<file path="src/rtl/bnn_inference_controller.sv">
// bnn_inference_controller
// Runs one OCR inference for each captured image. When the image buffer is full,
// it pulses bnn_start_o and waits for a fresh result edge from bnn_interface. It
// then holds the digit on a valid/ack handshake for the consumer. After the ack
// it pulses buffer_clear_o so the buffer can refill.
//
// Optional feature: define BNN_CTRL_TIMEOUT_EN to add a WAIT_RESULT watchdog.
// When it expires, the block reports result_err_o=1 with result_out_o=4'hF.
//
// Ports
//   clk, rst             system clock; synchronous active-high reset
//   img_buffer_full_i    level, buffer holds a complete image
//   buffer_clear_o       1-cycle pulse, image consumed
//   bnn_start_o          1-cycle pulse to bnn_interface
//   bnn_result_ready_i   result_ready from bnn_interface (edge-qualified)
//   bnn_result_i         result_out from bnn_interface
//   result_valid_o       result_out_o/result_err_o valid, held until ack
//   result_out_o         classified digit (4'hF on timeout)
//   result_err_o         timeout flag
//   result_ack_i         consumer accepts result
//   busy_o               controller not idle
//   inference_count_o    completed handshakes, wrapping
module bnn_inference_controller #(
  parameter int unsigned TIMEOUT_CYCLES = 1024,
  parameter int unsigned CNT_W          = 16
) (
  input  logic             clk,
  input  logic             rst,
  input  logic             img_buffer_full_i,
  output logic             buffer_clear_o,
  output logic             bnn_start_o,
  input  logic             bnn_result_ready_i,
  input  logic [3:0]       bnn_result_i,
  output logic             result_valid_o,
  output logic [3:0]       result_out_o,
  output logic             result_err_o,
  input  logic             result_ack_i,
  output logic             busy_o,
  output logic [CNT_W-1:0] inference_count_o
);

  typedef enum logic [2:0] {
    S_IDLE  = 3'd0,
    S_START = 3'd1,
    S_WAIT  = 3'd2,
    S_HOLD  = 3'd3,
    S_CLEAR = 3'd4,
    S_ERROR = 3'd5
  } state_e;

  state_e           state_q;
  logic             rdy_q;
  logic             rdy_seen_q;
  logic             skip_full_q;
  logic             bnn_start_q;
  logic             buffer_clear_q;
  logic             result_valid_q;
  logic [3:0]       result_out_q;
  logic [CNT_W-1:0] count_q;
  logic             rise_d;

`ifdef BNN_CTRL_TIMEOUT_EN
  localparam int unsigned TMR_W = (TIMEOUT_CYCLES > 1) ? $clog2(TIMEOUT_CYCLES) : 1;
  logic [TMR_W-1:0] timer_q;
  logic             result_err_q;
  assign result_err_o = result_err_q;
`else
  logic unused_cfg;
  assign unused_cfg   = ^TIMEOUT_CYCLES;
  assign result_err_o = 1'b0;
`endif

  // A result is only fresh on a rising edge of ready; a level left high is stale.
  assign rise_d = bnn_result_ready_i & ~rdy_q;

  assign busy_o            = (state_q != S_IDLE);
  assign bnn_start_o       = bnn_start_q;
  assign buffer_clear_o    = buffer_clear_q;
  assign result_valid_o    = result_valid_q;
  assign result_out_o      = result_out_q;
  assign inference_count_o = count_q;

  // Sequencer: state, edge tracking and all registered outputs.
  always_ff @(posedge clk) begin
    if (rst) begin
      state_q        <= S_IDLE;
      rdy_q          <= 1'b0;
      rdy_seen_q     <= 1'b0;
      skip_full_q    <= 1'b0;
      bnn_start_q    <= 1'b0;
      buffer_clear_q <= 1'b0;
      result_valid_q <= 1'b0;
      result_out_q   <= 4'h0;
      count_q        <= '0;
`ifdef BNN_CTRL_TIMEOUT_EN
      timer_q        <= '0;
      result_err_q   <= 1'b0;
`endif
    end else begin
      rdy_q          <= bnn_result_ready_i;
      bnn_start_q    <= 1'b0;
      buffer_clear_q <= 1'b0;
      skip_full_q    <= 1'b0;

      // Remember an edge that arrives while START is still in progress.
      if (state_q == S_IDLE) begin
        rdy_seen_q <= 1'b0;
      end else if (rise_d) begin
        rdy_seen_q <= 1'b1;
      end

      case (state_q)
        S_IDLE: begin
          // The full level may still be stale in the cycle right after a clear.
          if (img_buffer_full_i && !skip_full_q) begin
            state_q     <= S_START;
            bnn_start_q <= 1'b1;
          end
        end
        S_START: begin
          state_q <= S_WAIT;
`ifdef BNN_CTRL_TIMEOUT_EN
          timer_q <= '0;
`endif
        end
        S_WAIT: begin
          if (rise_d || rdy_seen_q) begin
            state_q        <= S_HOLD;
            result_out_q   <= bnn_result_i;
            result_valid_q <= 1'b1;
`ifdef BNN_CTRL_TIMEOUT_EN
            result_err_q   <= 1'b0;
          end else if (timer_q == TMR_W'(TIMEOUT_CYCLES - 1)) begin
            state_q        <= S_ERROR;
            result_out_q   <= 4'hF;
            result_valid_q <= 1'b1;
            result_err_q   <= 1'b1;
          end else begin
            timer_q <= timer_q + TMR_W'(1);
`endif
          end
        end
`ifdef BNN_CTRL_TIMEOUT_EN
        S_HOLD, S_ERROR: begin
`else
        S_HOLD: begin
`endif
          if (result_ack_i) begin
            state_q        <= S_CLEAR;
            result_valid_q <= 1'b0;
            buffer_clear_q <= 1'b1;
            count_q        <= count_q + CNT_W'(1);
          end
        end
        S_CLEAR: begin
          state_q        <= S_IDLE;
          result_valid_q <= 1'b0;
          skip_full_q    <= 1'b1;
        end
        default: state_q <= S_IDLE;
      endcase
    end
  end

endmodule

</file>
<file path="config.mk">
export PLATFORM = sky130hd
export DESIGN_NAME = bnn_inference_controller
export DESIGN_NICKNAME = d
export VERILOG_FILES = /design/src/rtl/bnn_inference_controller.sv
export SDC_FILE = /design/constraint.sdc
export NUM_CORES = 1
export LEC_CHECK = 0
export ABC_CLOCK_PERIOD_IN_PS = 1450
export BUFFER_PORTS_ARGS = -buffer_cell sky130_fd_sc_hd__buf_4
export CAP_MARGIN = 15
export CORE_AREA = 10 10 65 67
export CTS_BUF_LIST = sky130_fd_sc_hd__clkbuf_4 sky130_fd_sc_hd__clkbuf_8
export DETAILED_ROUTE_END_ITERATION = 10
export DIE_AREA = 0 0 75 77
export PLACE_DENSITY = 0.69
export SYNTH_ARGS = -nofsm -noshare
export SYNTH_HDL_FRONTEND = slang
export SYNTH_SLANG_ARGS = --single-unit
</file>
<file path="constraint.sdc">
create_clock -name clk -period 1.45 [get_ports clk]
set_input_delay 0.2175 -clock clk [delete_from_list [all_inputs] [get_ports clk]]
set_output_delay 0.2175 -clock clk [all_outputs]
set_load 0.1 [all_outputs]
</file>
==> impl_metrics.csv <==
group,metric,value,unit
outcome,outcome,"complete, but fails checks",
outcome,violations,"setup timing",
layout,n_antenna_cell,0,
detailed_routing,drt-vias-per-instance,5.36,
pwr,vdd_drop_max,445,uV
timing,setup_viol,1,
yosys,yosys-top-cells-area,"dfxtp_1 (47%), xor2_1 (6.4%), nor2_1 (5.1%), mux2i_1 (4.0%), o21ai_0 (4.0%)",
yosys,ys_types,35,
floorplan,core,0.00298,mm^2
setup_path,crit_buf_inv,2,
placement,pre_cts_ws,0.0375,ns
timing,period_share,108,%
setup_path,worstPathRequired,1.23,ns
setup_path,crit_path_cell_trace,"buf_6, or3_4, buf_12",
floorplan,dieArea,0.00578,mm^2
timing,slew_violations,0,
setup_path,critPathArrivalTime,1.34,ns
detailed_routing,wirelength,3070,um
cts,cts_buffers,5,
floorplan,io_pins,34,
layout,stdcell_count,209,
detailed_routing,first_pass_iters,4,
global_routing,grt_max_degree,31,
floorplan,die_w,75,um
timing,fmax,641,MHz
timing,fin_skew,0.00412,ns
detailed_routing,drtAntennaViolNets,0,
global_routing,grt.total_usage,10.7,%
global_routing,antenna_found_initial,0,
hold_path,min_path_type,"in2reg",
placement,portBuffers,32,
global_routing,grt_first_pass_wirelength,4870,um
cts,cts_sinks,29,
layout,fin_util,58.3,%
setup_path,critPathMaxStageDelay,0.40,ns
cts,clock_latency,0.33,ns
timing,finalHoldViolCount,0,
setup_path,end_kind,"primary output",
timing,min_period,1.56,ns
yosys,syn_nets,145,
cts,clk_pin_slew,0.09,ns
detailed_routing,vias,1121,
pwr,p_leak,0.720,nW
layout,nets,185,
cts,root_buffer,"clkbuf_4",
yosys,synth_top_area_share,46.8,%
layout,num-fill-cells,262,
placement,routabilityCongestion,0.732,
cts,cts_tree,"done",
floorplan,row_count,20,
global_routing,grt-ovfl-total,0,
layout,multi_input_area,638,um^2
setup_path,slowest_stage,"or3_4",
pwr,pwr_density_cell,958,mW/mm^2
floorplan,die_h,77,um
timing,fin_ws,-0.110,ns
detailed_routing,drt_iter0_markers,68,
cts,clock_path_buffers,2,
yosys,synth.cell_area,0.00124,mm^2
detailed_routing,wl_per_cell,14.7,um
placement,dp.cells,197,
setup_path,path_max_fanout,2,
floorplan,initial_core_util,41.6,%
setup_path,r2r_slack,0.04,ns
timing,rsz0062_at_grt,"true",
yosys,yosysSeqAreaShare,46.8,%
layout,area_growth,40.0,%
yosys,synth-seq-cells,29,
global_routing,grt_pass1_vias,1064,
yosys,synth.avg_cell_area,9.18,um^2
cts,cts_htree_levels,2,
layout,regArea,636,um^2
detailed_routing,drc,0,
yosys,yosysWarnings,0,
layout,drive_gt1_share,45.5,%
flow_run,cap_violations,0,
setup_path,critPathTopFamily,"simple AND/OR/NAND/NOR gates",
yosys,synthCells,135,
setup_path,critPathKind,"reg2out",
placement,place.detailed.hpwl,2110,um
setup_path,startpoint_type,"flop",
yosys,synth_area_leader_cell,"dfxtp_1",
-- registers in the layout, summed over array words and instances, names as in the netlist --
register	flops
inference_count_o	16
result_out_o	4
state_q	3
bnn_start_o	1
buffer_clear_o	1
rdy_q	1
rdy_seen_q	1
result_valid_o	1
skip_full_q	1
-- worst register-to-register path, stage by stage, from the launching register on --
cell	delay, ns
dfxtp_1	0.32
and4b_2	0.32
nand3_4	0.11
or4_4	0.49
a21oi_2	0.12
-- cell usage after synthesis (all sizes together) --
library cell and instances:
o21ai 11, and3 1, nand2 4, a31oi 1, ha 1, inv 2
and2 2, and4 3, xor2 9, o32ai 1, nor2b 5, nor3b 2
a21oi 5, dfxtp 29, nor3 1, a221oi 1, buf 5, nand3 5
and4b 1, conb 1, clkbuf 5, or3 5, nor2 17, xnor2 1
or4 1, nor4b 2, nand4 6, a21o 1, mux2i 5, o31ai 1
nand3b 1
-- placed cells by master, fill, tap and decap left out, types with 2 or more instances in the layout --
master and count:
a21oi_1 4, and4_4 2, buf_4 39, buf_6 3, clkbuf_4 7, dfxtp_1 11, dfxtp_2 5, dfxtp_4 13
inv_1 2, mux2i_1 5, nand2_1 3, nand3_1 4, nand4_1 6, nor2_1 17, nor2b_1 5, nor3b_1 2
nor4b_1 2, o21ai_0 10, or3_1 4, xor2_1 9
-- cell type report --
type	count	share of cell area (%)
inverter	2	0.433
multi-input combinational	94	36.8
timing repair buffer	43	20.0
clock buffer	8	3.82
sequential	29	36.6
tap	33	2.38
-- metrics by stage --
step           setup TNS (ns)  total power [mW]  hold slack [ns]  area [um^2]
2_1_floorplan          -0.362              1.02            0.328         1320
3_3_place_gp                0              1.07            0.438         1600
3_5_place_dp                0              1.08            0.446         1600
4_1_cts                -0.125              1.67           0.0706         1710
5_1_grt                -0.169              1.73           0.0764         1740
6_report               -0.110              1.66           0.0906         1740
-- what timing repair did --
item                       CTS  global route
pin swaps                    1             2
setup endpoints to repair    1             7
hold buffers                 0             0
buffers inserted             3             1
resized for setup            7             5
hold endpoints to repair     0             0
-- routing by layer --
layer  share of wire [%]  wire length (um)  GRT usage, %  vias up
met1                  42              1280          11.3      532
met3                 5.8               178          5.02       12
met5                   0                 0             0        -
met4                 3.1                94          6.44        0
li1                    -                 -             -      550
met2                  49              1520          16.7       27
-- report_power, final --
group,internal [mW],switching [mW]
Sequential,0.793,0.0116
Combinational,0.108,0.190
Clock,0.276,0.283
Total,1.18,0.484
-- cell families after synthesis --
kind of cell    Yosys count  share of synthesized area (%)
other cells               1                          0.302
fa+ha+maj                 1                           1.01
simple gates             56                           26.1
buf+inv                  12                           5.05
xor+xnor                 10                           7.06
flops                    29                           46.8
mux                       5                           4.04
compound gates           21                           9.59
-- final timing paths --
check,depth (start not counted),end,start
hold / removal,2,state_q[1],result_ack_i
setup / recovery,3,busy_o,state_q[0]
setup reg to reg,4,inference_count_o[15],state_q[2]
hold reg to reg,2,result_valid_o,result_valid_o
No activity file was read; power rests on OpenSTA's default activity.
